===== src/rtl/loop_nor_filt_pkg.sv =====
// Shared types and constants for the filtered loop-control NOR.
// Holds the output state encoding, default parameters and a width helper.
package loop_nor_pkg;

   typedef enum logic [1:0] {
      ST_HIGH    = 2'd0,
      ST_HOLD    = 2'd1,
      ST_LOW     = 2'd2,
      ST_LATCHED = 2'd3
   } state_e;

   localparam int N_IN_DEF    = 2;
   localparam int DG_W_DEF    = 4;
   localparam int MIN_LOW_DEF = 8;
   localparam int TRIP_W_DEF  = 8;

   // Bits needed to hold values 0..v-1, never less than one.
   function automatic int clog2(input int v);
      int r;
      r = 0;
      while ((1 << r) < v) r++;
      return (r < 1) ? 1 : r;
   endfunction

endpackage


===== src/rtl/loop_nor_filt_deglitch.sv =====
// One input bit: two-flop synchroniser followed by a run-length deglitch.
// q only moves after the synced value has disagreed with it for dg_len+1 edges.
module loop_deglitch #(
   parameter int DG_W = 4
) (
   input  logic            clk,
   input  logic            rst,
   input  logic            d,
   input  logic [DG_W-1:0] dg_len,
   output logic            q
);

   logic            sync1_q;
   logic            s_q;
   logic [DG_W-1:0] cnt_q, cnt_d;
   logic            q_q, q_d;

   // cnt never exceeds dg_len, so the increment cannot wrap.
   always_comb begin
      cnt_d = '0;
      q_d   = q_q;
      if (s_q != q_q) begin
         if (cnt_q >= dg_len) begin
            q_d = ~q_q;
         end else begin
            cnt_d = cnt_q + DG_W'(1);
         end
      end
   end

   always_ff @(posedge clk or posedge rst) begin
      if (rst) begin
         sync1_q <= 1'b0;
         s_q     <= 1'b0;
         cnt_q   <= '0;
         q_q     <= 1'b0;
      end else begin
         sync1_q <= d;
         s_q     <= sync1_q;
         cnt_q   <= cnt_d;
         q_q     <= q_d;
      end
   end

   assign q = q_q;

endmodule


===== src/rtl/loop_nor_filt.sv =====
// N-input NOR of deglitched comparator inputs with minimum-low hold,
// optional latched trip and a saturating trip counter. CELV/CELG/SUB are pins only.
module loop_nor_filt
   import loop_nor_pkg::*;
#(
   parameter int N_IN    = N_IN_DEF,
   parameter int DG_W    = DG_W_DEF,
   parameter int MIN_LOW = MIN_LOW_DEF,
   parameter int TRIP_W  = TRIP_W_DEF
) (
   input  logic              clk,
   input  logic              rst,
   input  logic              CELV,
   input  logic              CELG,
   input  logic              SUB,
   input  logic [N_IN-1:0]   i,
   input  logic [DG_W-1:0]   dg_len,
   input  logic              mode,
   input  logic              clr,
   output logic              o,
   output logic [N_IN-1:0]   flt,
   output logic              latched,
   output logic [TRIP_W-1:0] trip_cnt
);

   localparam int                 HOLD_W    = clog2(MIN_LOW);
   localparam logic [HOLD_W-1:0]  HOLD_INIT = HOLD_W'(MIN_LOW - 1);

   for (genvar k = 0; k < N_IN; k++) begin : g_dg
      loop_deglitch #(.DG_W(DG_W)) u_dg (
         .clk    (clk),
         .rst    (rst),
         .d      (i[k]),
         .dg_len (dg_len),
         .q      (flt[k])
      );
   end

   state_e              state_q, state_d;
   logic [HOLD_W-1:0]   hold_q, hold_d;
   logic [TRIP_W-1:0]   trip_q, trip_d, trip_base;
   logic                o_q, latched_q;
   logic                any;

   assign any = |flt;

   always_comb begin
      state_d   = state_q;
      hold_d    = hold_q;
      trip_base = clr ? '0 : trip_q;
      trip_d    = trip_base;
      case (state_q)
         ST_HIGH: begin
            // A trip on the same edge as clr counts from zero.
            if (any) begin
               state_d = ST_HOLD;
               hold_d  = HOLD_INIT;
               trip_d  = (&trip_base) ? trip_base : trip_base + TRIP_W'(1);
            end
         end
         ST_HOLD: begin
            if (hold_q != '0) begin
               hold_d = hold_q - HOLD_W'(1);
            end else if (mode) begin
               state_d = ST_LATCHED;
            end else if (!any) begin
               state_d = ST_HIGH;
            end else begin
               state_d = ST_LOW;
            end
         end
         ST_LOW: begin
            if (!any) state_d = ST_HIGH;
         end
         ST_LATCHED: begin
            if (clr && !any) state_d = ST_HIGH;
         end
         default: state_d = ST_HIGH;
      endcase
   end

   always_ff @(posedge clk or posedge rst) begin
      if (rst) begin
         state_q   <= ST_HIGH;
         hold_q    <= '0;
         trip_q    <= '0;
         o_q       <= 1'b1;
         latched_q <= 1'b0;
      end else begin
         state_q   <= state_d;
         hold_q    <= hold_d;
         trip_q    <= trip_d;
         o_q       <= (state_d == ST_HIGH);
         latched_q <= (state_d == ST_LATCHED);
      end
   end

   assign o        = o_q;
   assign latched  = latched_q;
   assign trip_cnt = trip_q;

endmodule

===== config.mk =====
export PLATFORM = sky130hd
export DESIGN_NAME = loop_nor_filt
export DESIGN_NICKNAME = d
export VERILOG_FILES = /design/src/rtl/loop_nor_filt_pkg.sv /design/src/rtl/loop_nor_filt_deglitch.sv /design/src/rtl/loop_nor_filt.sv
export SDC_FILE = /design/constraint.sdc
export NUM_CORES = 1
export LEC_CHECK = 0
export CAP_MARGIN = 15
export CORE_MARGIN = 1.5
export CORE_UTILIZATION = 34
export CTS_CLUSTER_SIZE = 20
export DETAILED_ROUTE_END_ITERATION = 7
export GPL_ROUTABILITY_DRIVEN = 0
export PLACE_DENSITY = 0.55
export SLEW_MARGIN = 10
export SYNTH_ARGS = -nofsm -noshare
export SYNTH_HDL_FRONTEND = slang
export SYNTH_SLANG_ARGS = --single-unit

===== constraint.sdc =====
create_clock -name clk -period 2.9 [get_ports clk]
set_clock_uncertainty 0.15 [all_clocks]
set_input_delay 0.29 -clock clk [delete_from_list [all_inputs] [get_ports clk]]
set_output_delay 0.29 -clock clk [all_outputs]
set_load 0.01 [all_outputs]

==> summary.md, run 1 <==
| Metric | Value |
|---|---|
| Run status | `completed` |
| Crit start category | `primary input` |
| PortBufs | `21` |
| Final antenna-violating net count | `0` |
| Post-CTS Resized | `0` |
| Average vias per placed instance | `approximately 5.0` |
| Hold-fix buffers at CTS | `0` |
| Largest net degree at the start of global routing | `30` |
| Crit path DAT | `1.99 ns` |
| Number of diodes | `0` |
| Synthesized area | `between 1500 and 2000 um2` |
| Die area | `4990 um2` |
| Final period util | `0.683` |
| Die Height | `between 70 and 80 um` |
| Drt total wl | `between 2000 and 3000 um` |
| Layout area overhead | `23.2%` |
| Tightest Pin Transition | `~0.52 ns` |
| Die Span X | `between 70 and 80 um` |
| Post-DR wirelength/cell | `about 12 um` |
| Sink Count | `29` |
| Combinational power share | `0.341` |
| Fin crit period | `between 1.5 and 2 ns` |
| Max Slew Vio Count | `0` |
| TritonCTS clock tree | `done` |
| Synthesized Nets | `about 180` |
| Clock share of power | `0.242` |
| IO Pins | `25` |
| Final setup fails | `0` |
| Starting Density | `0.355` |
| VDD IR max | `approximately 0.00032 V` |
| DRT iter0 DRCs | `42` |
| DP HPWL | `2110 um` |
| Cts bufs inserted | `5` |
| Crit path kind | `primary input to flip-flop` |
| Core box area | `4380 um2` |
| Root buf cell | `clkbuf_8` |
| Fmax achieved | `a little over 500 MHz` |
| Layout cells sized above 1 | `0.101` |
| R2r setup slk | `between 0.9 and 1 ns` |
| GRT Util Overall | `0.131` |
| Fin. Hold Viols | `0` |
| Crit. End Element | `flip-flop` |
| Cell variety after synth | `40` |
| Setup_tns | `0 ns` |
| Sequential power share | `0.418` |
| Worst skew pair latency | `between 0.2 and 0.3 ns` |
| Vias | `1154` |
| Post-synthesis average cell area | `slightly above 10 um2` |
| Synth Instances | `about 150` |
| Clock Path Buffers | `2` |
| Critical path data required time | `roughly 2.9 ns` |
| DRC Markers | `0` |
| Max FO, Critical Path | `2` |
| Max Cap Violations | `0` |
| RSZ-0062 raised after global routing | `false` |
| Sequential area share after synthesis | `0.467` |
| First-pass DRT Iterations | `4` |
| H-tree level count | `2` |
| Global-route wire length before repair | `between 5000 and 6000 um` |
| Max_slew headroom | `0.649` |
| Net Switching | `around 510 uW` |
| Site Rows | `24` |
| Switching Share | `0.343` |
| Layout Utilization | `0.437` |
| Grt ovf | `0` |
| Worst-path clk slew | `0.06 ns` |
| Leak Pwr | `0.840 nW` |
| Pint | `979 uW` |
| Yosys warns | `0` |
| Final nets | `roughly 200` |
| Initial antenna violation count | `0` |
| Synthesized flop and latch total | `29` |
| PD cells | `slightly below 800 nW/um2` |
| Hold Path Class | `flip-flop to flip-flop` |
| Number of global-route vias before repair | `approximately 1200` |
| Post-CTS setup buffers | `0` |
## kinds of logic (layout without fill, tap and decap cells)
logic type      Yosys count  count (layout)  synth area share
simple gates             53              53             0.181
compound gates           31              31             0.155
flops                    29              29             0.467
buf+inv                  19              45            0.0515
fa+ha+maj                12              12            0.0965
xor+xnor                  6               6            0.0338
mux                       2               2            0.0145
## worst paths after layout
| check | from | end | cells past startpoint |
|---|---|---|---|
| min in group asynchronous | rst | g_dg[0].u_dg.s_q$_DFF_PP0_ | 3 |
| min | g_dg[0].u_dg.sync1_q$_DFF_PP0_ | g_dg[0].u_dg.s_q$_DFF_PP0_ | 0 |
| max | dg_len[0] | g_dg[0].u_dg.q$_DFFE_PP0P_ | 6 |
| min reg2reg | g_dg[0].u_dg.sync1_q$_DFF_PP0_ | g_dg[0].u_dg.s_q$_DFF_PP0_ | 0 |
| max in group asynchronous | rst | o$_DFF_PP1_ | 3 |
| max reg2reg | g_dg[0].u_dg.cnt_q[0]$_DFF_PP0_ | g_dg[0].u_dg.q$_DFFE_PP0P_ | 6 |
## power groups by stage
stage                     logic [mW]  clock network (mW)  registers (mW)
final                          0.507               0.360           0.622
after global routing           0.599               0.394           0.646
after floorplan                0.396                   0           0.603
after detailed placement       0.514                   0           0.632
after CTS                      0.516               0.374           0.625
after global placement         0.492                   0           0.629
## synthesized netlist by cell type (all sizes together)
library cell | n | share of area
a2111oi | 2 | 0.019
a211oi | 2 | 0.0097
a21boi | 1 | 0.0048
a21oi | 7 | 0.023
a221oi | 2 | 0.015
a22o | 1 | 0.0056
a31oi | 3 | 0.012
a32o | 1 | 0.0064
and4bb | 1 | 0.0080
buf | 3 | 0.013
clkbuf | 1 | 0.0024
dfrtp | 28 | 0.45
dfstp | 1 | 0.017
ha | 12 | 0.097
inv | 15 | 0.036
mux2 | 2 | 0.014
nand2 | 8 | 0.019
nand2b | 3 | 0.012
nand3 | 4 | 0.013
nand4 | 2 | 0.0080
nor2 | 21 | 0.051
nor2b | 2 | 0.0080
nor3 | 8 | 0.032
nor3b | 1 | 0.0048
nor4 | 1 | 0.014
o21a | 2 | 0.0097
o21ai | 4 | 0.013
o21bai | 2 | 0.017
o22a | 1 | 0.0056
o22ai | 1 | 0.0040
o31a | 1 | 0.0056
o31ai | 1 | 0.0048
or3 | 2 | 0.011
xnor2 | 2 | 0.011
xor2 | 4 | 0.023
## flip-flops by register name, indices dropped and copies added, names as in the netlist
| name | cells |
|---|---|
| g_dg.u_dg.s_q | 2 |
| hold_q | 3 |
| g_dg.u_dg.q | 2 |
| trip_cnt | 8 |
| o | 1 |
| g_dg.u_dg.sync1_q | 2 |
| latched | 1 |
| state_q | 2 |
| g_dg.u_dg.cnt_q | 8 |
## placed cells by master (no fill, tap or decap), types with 4 or more instances in the layout
| master | netlist | routed |
|---|---|---|
| a21oi_1 | 7 | 7 |
| clkbuf_8 | 0 | 7 |
| clkdlybuf4s50_1 | 0 | 21 |
| dfrtp_1 | 28 | 28 |
| ha_1 | 12 | 12 |
| inv_1 | 15 | 15 |
| nand2_1 | 8 | 8 |
| nand3_1 | 4 | 4 |
| nor2_1 | 21 | 21 |
| nor3_1 | 6 | 6 |
| o21ai_0 | 4 | 4 |
| xor2_1 | 4 | 4 |
## routing by layer
metal,vias to the layer above,wire length [um],part of all wire,track usage
met3,5,128,0.045,0.0370
met2,24,1370,0.48,0.221
met5,-,0,0,0
li1,575,-,-,-
met1,550,1280,0.45,0.159
met4,0,48,0.017,0.0524
## worst max-delay path, stage by stage
cell and delay, ns:
clkdlybuf4s50_1 0.44, ha_1 0.29, nand2b_1 0.15, a2111oi_2 0.41, nor2_1 0.10, mux2_1 0.31
## cell type report
cell class,count,area [um2]
Inverter,15,56.3
Multi-Input combinational cell,104,748
Clock buffer,7,96.3
Sequential cell,29,727
Timing Repair Buffer,22,218
Tap cell,52,65.1
Fill cell,418,2470
Clock inverter,1,5.00
## metrics by stage
| step | hold WS (ns) | setup WS [ns] | cells | area [um2] | total power, mW |
|---|---|---|---|---|---|
| 3_3_place_gp | 0.190 | 0.627 | 222 | 1810 | 1.12 |
| 5_1_grt | 0.209 | 0.779 | 230 | 1920 | 1.64 |
| 3_5_place_dp | 0.190 | 0.610 | 222 | 1810 | 1.15 |
| 2_1_floorplan | 0.171 | 1.07 | 152 | 1560 | 0.999 |
| 4_1_cts | 0.201 | 0.904 | 230 | 1920 | 1.51 |
| 6_report | 0.200 | 0.920 | 230 | 1920 | 1.49 |
(Power assumes the default switching activity.)
==> run 2, diff against run 1 <==
- clock period: 2.9 -> 2.06 ns (I/O delays scaled with it)
==> run 2 against run 1 <==
  * Register-to-register slack got worse by 0.81 ns
  * Non-clock buffer count rose by 2
  * Critical path depth unchanged
  * Power is 40% higher
  * Sequential share of layout area is 0.42 points lower
  * Flip-flop and latch count unchanged
  * Clock power grew 22%
  * Die area unchanged
  * Combinational power up 50%
  * Clock-buffer cell count fell by 1
  * Utilization up 0.49 points
  * Critical path type is now flip-flop to flip-flop
  * Critical endpoint unchanged
  * Largest power group unchanged
==> summary.md, run 2 (synthesis gave the netlist of run 1 again) <==
| Metric | Value |
|---|---|
| Run status | `completed` |
| Site Rows | `24` |
| Die Height | `about 71 um` |
| Starting Density | `0.355` |
| Tightest Pin Transition | `roughly 0.46 ns` |
| Vias | `about 1200` |
| Max Slew Vio Count | `0` |
| Average vias per placed instance | `just under 5` |
| Largest net degree at the start of global routing | `30` |
| Initial antenna violation count | `0` |
| DP HPWL | `~2100 um` |
| Crit. End Element | `flip-flop` |
| Critical path data required time | `2.07 ns` |
| DRT iter0 DRCs | `28` |
| Layout cells sized above 1 | `0.106` |
| Final period util | `0.927` |
| Leak Pwr | `0.845 nW` |
| Drt total wl | `between 2000 and 3000 um` |
| IO Pins | `25` |
| PD cells | `~1100 nW/um2` |
| TritonCTS clock tree | `done` |
| Worst skew pair latency | `~0.28 ns` |
| RSZ-0062 raised after global routing | `false` |
| DRC Markers | `0` |
| VDD IR max | `~0.00039 V` |
| Sink Count | `29` |
| Number of diodes | `0` |
| Root buf cell | `clkbuf_8` |
| Crit path DAT | `1.92 ns` |
| PortBufs | `21` |
| Clock Path Buffers | `2` |
| Worst-path clk slew | `0.06 ns` |
| Final setup fails | `0` |
| Post-DR wirelength/cell | `12.2 um` |
| Cts bufs inserted | `5` |
| Crit path kind | `flip-flop to flip-flop` |
| Crit start category | `flip-flop` |
| Global-route wire length before repair | `slightly above 5000 um` |
| Max_slew headroom | `0.688` |
| Fin. Hold Viols | `0` |
| Total chip power | `~2.1 mW` |
| Most common cell after layout, fill and taps aside | `dfrtp_1` |
| Max Cap Violations | `0` |
| H-tree level count | `2` |
| Grt ovf | `0` |
| Max FO, Critical Path | `4` |
| Core box area | `roughly 4400 um2` |
| Die area | `around 5000 um2` |
| First-pass DRT Iterations | `4` |
| Fin crit period | `about 1.9 ns` |
| Number of global-route vias before repair | `~1200` |
| Final nets | `about 200` |
| Layout Utilization | `0.442` |
| GRT Util Overall | `0.131` |
| Final antenna-violating net count | `0` |
| Fmax achieved | `about 520 MHz` |
| Die Span X | `roughly 71 um` |
| Hold Path Class | `primary input to async pin` |
| Layout area overhead | `24.5%` |
| Most frequent cells in the layout | `28 x dfrtp_1, 21 x nor2_1, 21 x clkdlybuf4s50_1` |
## run 2: cell types whose count changed in the layout (fill, tap and decap cells not counted), sizes merged
cell / change
buf: +2
clkbuf: -1
clkinv: +1
## run 2: worst paths after layout
kind,to,cells past startpoint,slack [ns],startpoint
worst min-delay path,g_dg[0].u_dg.cnt_q[1]$_DFF_PP0_,3,0.15,rst
worst max-delay path,g_dg[0].u_dg.q$_DFFE_PP0P_,6,0.15,g_dg[0].u_dg.cnt_q[0]$_DFF_PP0_
worst max register to register,g_dg[0].u_dg.q$_DFFE_PP0P_,6,0.15,g_dg[0].u_dg.cnt_q[0]$_DFF_PP0_
worst min register to register,g_dg[0].u_dg.s_q$_DFF_PP0_,0,0.19,g_dg[0].u_dg.sync1_q$_DFF_PP0_
min in group clk,g_dg[0].u_dg.s_q$_DFF_PP0_,0,0.19,g_dg[0].u_dg.sync1_q$_DFF_PP0_
max in group asynchronous,o$_DFF_PP1_,3,1.30,rst
## run 2: stage by stage
step / setup TNS (ns) / hold WS, ns / worst slack (ns) / instance area (um2) / cells
global route: 0 / 0.198 / 0.0151 / 1940 / 232
finish: 0 / 0.145 / 0.150 / 1940 / 232
global placement: -0.430 / 0.190 / -0.113 / 1820 / 223
floorplan: 0 / 0.0874 / 0.229 / 1560 / 152
detailed placement: -0.609 / 0.185 / -0.132 / 1820 / 223
CTS: 0 / 0.164 / 0.0945 / 1900 / 231
## run 2: repair_timing
| action | 4_1_cts | 5_1_grt |
|---|---|---|
| gates resized for setup | 0 | 2 |
| endpoints found under the setup margin | 0 | 6 |
| endpoints found under the hold margin | 0 | 0 |
| hold buffers | 0 | 0 |
| buffers inserted | 0 | 1 |
## run 2: routing by layer
metal  GRT usage  wire length [um]  vias to the layer above
met3      0.0499               143                        5
met1       0.163              1330                      538
met2       0.210              1320                       26
met5           0                 0                        -
li1            -                 -                      585
met4      0.0482                44                        0
## run 2: cell type report
| class | instances | area, um2 |
|---|---|---|
| Tap cell | 52 | 65.1 |
| Clock inverter | 2 | 10.0 |
| Clock buffer | 6 | 72.6 |
| Fill cell | 418 | 2450 |
| Multi-Input combinational cell | 104 | 773 |
| Inverter | 15 | 56.3 |
| Timing Repair Buffer | 24 | 233 |
| Sequential cell | 29 | 727 |
## run 2: power by group
part           total, mW  leakage [nW]  internal (mW)  switching, mW
Sequential         0.879         0.369          0.709          0.170
Clock              0.438        0.0450          0.233          0.204
Combinational      0.762         0.431          0.401          0.361
## run 2: critical path, stage by stage (launching register included)
cell and delay [ns]:
dfrtp_1 0.39, inv_1 0.06, ha_1 0.25, nand2b_1 0.17, a2111oi_4 0.36, nor2_1 0.09, mux2_1 0.32
==> run 3, diff against run 2 <==
- ABC_AREA: unset -> 1
==> run 3 against run 2 <==
  * Via count up 7.7%
  * Hold slack lost 0.0032 ns
  * Sequential share of layout area decreased by 1.2 points
  * Final cell count up 15%
  * Global-route usage barely moved
  * Worst setup slack better by 0.23 ns
  * Die area rose by 3.6%
  * Power is 2.8% higher
  * Non-clock buffer count down 2
==> summary.md, run 3 <==
| Metric | Value |
|---|---|
| Run status | `completed` |
| Post-CTS setup buffers | `0` |
| Net Switching | `approximately 720 uW` |
| Post-Synth XOR/XNOR Area | `0.0217` |
| Vias | `1243` |
| Die Height | `a little over 70 um` |
| CP max stage delay | `~0.52 ns` |
| Cell depth of the worst setup path | `1` |
| Yosys warns | `0` |
| Max Cap Violations | `0` |
| Hold Path Class | `primary input to async pin` |
| Post-Synth Adder-Cell Area | `0.0930` |
| Main combinational cell family by area after synthesis | `simple AND/OR/NAND/NOR gates` |
| TritonCTS clock tree | `done` |
| Cts bufs inserted | `5` |
| Post-synthesis average cell area | `roughly 8.6 um2` |
| Post-synthesis mux area share | `0` |
| Number of global-route vias before repair | `1175` |
| DRT iter0 DRCs | `82` |
| Sink Count | `29` |
| Crit path DAT | `around 1.3 ns` |
| First-pass DRT Iterations | `4` |
| Synthesized Nets | `212` |
| Final setup fails | `0` |
| Worst-path clk slew | `0.06 ns` |
| Ranking of synthesized cells by area | `dfrtp_1 43%, ha_1 9.3%, nand2_1 7.0%` |
| Drt total wl | `between 2000 and 3000 um` |
| GRT met3 Usage | `0.0361` |
| Post-synth top area share | `0.434` |
| Combinational power share | `0.324` |
| GR Util met2 | `0.188` |
| Fmax achieved | `595 MHz` |
| Tightest Pin Transition | `roughly 0.37 ns` |
| Most frequent cell after synthesis | `nand2_1` |
| Clock share of power | `0.284` |
| Initial antenna violation count | `0` |
| Max FO, Critical Path | `1` |
| Final period util | `0.815` |
| Layout area overhead | `23.8%` |
| Synthesized area | `1610 um2` |
| Layout cells sized above 1 | `0.126` |
| Critical path data required time | `around 1.7 ns` |
| Worst-path cell with the longest stage delay | `dfstp_2` |
| Final nets | `239` |
| Grt ovf | `0` |
| Complex-gate fraction of the synthesized area | `0.0891` |
| Grt met1 use | `0.178` |
| Starting Density | `0.361` |
| Sequential power share | `0.393` |
| Area leader, netlist | `dfrtp_1` |
| Gr busiest metal | `met2` |
| Post-DR wirelength/cell | `roughly 11 um` |
| Final antenna-violating net count | `0` |
| Global-route wire length before repair | `5150 um` |
| Number of diodes | `0` |
| Die Span X | `71.9 um` |
| Top delay family on crit path | `flip-flops` |
| RSZ-0062 raised after global routing | `false` |
| Synthesized flop and latch total | `29` |
| PortBufs | `21` |
| Setup_tns | `0 ns` |
| Fin crit period | `~1.7 ns` |
| DP Cell Count | `259` |
| Cell Chain, Critical Path | `clkdlybuf4s50_1` |
| Post-synth EDFFs | `0` |
| IO Pins | `25` |
| Cell variety after synth | `29` |
| Hold-fix buffers at CTS | `0` |
| PD cells | `1070 nW/um2` |
| Simple-Gate Fraction of Synth Area | `0.260` |
| Total chip power | `about 2.1 mW` |
| Largest net degree at the start of global routing | `30` |
| Synth cell count leaders | `30 x nand2_1, 28 x dfrtp_1, 28 x inv_1` |
| Average vias per placed instance | `4.66` |
| Switching Share | `0.338` |
| Fin. Hold Viols | `0` |
| Reg2reg path depth | `7` |
| Placement Cell Area | `approximately 1900 um2` |
| Crit path kind | `flip-flop to output pin` |
| Async SR Flop Fraction | `1.00` |
| WP buf/inv | `1` |
| VDD IR max | `approximately 0.00055 V` |
| Max Slew Vio Count | `0` |
| DRC Markers | `0` |
| Post-CTS Resized | `0` |
| DP HPWL | `about 2200 um` |
| Top_reg_cell synth | `dfrtp_1` |
| Root buf cell | `clkbuf_8` |
| Max_slew headroom | `0.755` |
| GRT Util Overall | `0.131` |
| Site Rows | `24` |
| Fin cells | `about 270` |
| Synth Instances | `between 150 and 200` |
| Worst skew pair latency | `0.28 ns` |
| Finished Cell Area | `between 1500 and 2000 um2` |
| Crit. End Element | `output pin` |
| Most frequent cells in the layout | `30 x nand2_1, 28 x inv_1, 28 x dfrtp_1` |
| Most common cell after layout, fill and taps aside | `nand2_1` |
| H-tree level count | `2` |
| Pint | `1.41 mW` |
| Die area | `between 5000 and 6000 um2` |
| Core box area | `about 4500 um2` |
| Sequential area share after synthesis | `0.450` |
| Clock Path Buffers | `2` |
| Hold Slack | `about 0.14 ns` |
| Crit start category | `flip-flop` |
| Leak Pwr | `0.968 nW` |
-- run 3: cell count changes in the layout (fill, tap and decap cells not counted), sizes merged, moves of 3 or more --
cell / before / now
nand3: 4 / 19
nand4: 2 / 6
o21ai: 4 / 12
xor2: 4 / 0
inv: 15 / 32
nand2b: 3 / 0
nand2: 8 / 32
-- run 3: final timing paths --
kind	from	to	slack [ns]
max	o$_DFF_PP1_	o	0.38
max in group asynchronous	rst	o$_DFF_PP1_	1.31
max reg2reg	hold_q[0]$_DFFE_PP0P_	latched$_DFF_PP0_	0.52
min in group clk	g_dg[1].u_dg.sync1_q$_DFF_PP0_	g_dg[1].u_dg.s_q$_DFF_PP0_	0.20
min	rst	g_dg[0].u_dg.sync1_q$_DFF_PP0_	0.14
min reg2reg	g_dg[1].u_dg.sync1_q$_DFF_PP0_	g_dg[1].u_dg.s_q$_DFF_PP0_	0.20
-- run 3: kinds of logic (layout without fill, tap and decap cells) --
| logic type | count (synthesis) | count (layout) |
|---|---|---|
| adders and majority gates | 12 | 12 |
| and+or+nand+nor | 84 | 84 |
| buffers and inverters | 34 | 62 |
| DFF | 29 | 29 |
| AOI/OAI and AO/OA | 24 | 24 |
| xor gates and xnor gates | 4 | 4 |
-- run 3: metal layers --
| layer | vias up | part of all wire | routed length, um |
|---|---|---|---|
| met2 | 25 | 0.43 | 1240 |
| met1 | 547 | 0.49 | 1430 |
| met4 | 0 | 0.024 | 69 |
| met5 | - | 0 | 0 |
| li1 | 664 | - | - |
| met3 | 7 | 0.055 | 159 |
-- run 3: power by group through the flow --
stage                     Combinational (mW)  Clock, mW  Sequential (mW)
after floorplan                        0.511          0            0.832
after global placement                 0.692          0            0.850
after detailed placement               0.705          0            0.848
after CTS                              0.707      0.629            0.841
after global routing                   0.800      0.664            0.862
final                                  0.691      0.606            0.839
-- run 3: per-stage QoR --
step,util,worst slack (ns)
global route,0.447,0.332
global placement,0.421,0.222
CTS,0.447,0.364
finish,0.447,0.380
detailed placement,0.421,0.216
floorplan,-,0.629
-- run 3: area by class of cell --
| type | instances | area (um2) |
|---|---|---|
| clock buffer | 7 | 86.3 |
| clock inverter | 1 | 30.0 |
| fill | 448 | 2480 |
| inverter | 32 | 123 |
| multi-input combinational | 124 | 749 |
| sequential | 29 | 727 |
| tap | 52 | 65.1 |
| timing repair buffer | 22 | 218 |
-- run 3: worst register-to-register path: stages (launching register included) --
cell     delay, ns
dfrtp_1       0.39
inv_1         0.08
ha_1          0.14
inv_1         0.03
nor2_1        0.17
o21ai_0       0.12
o21ai_1       0.23
and2_1        0.16
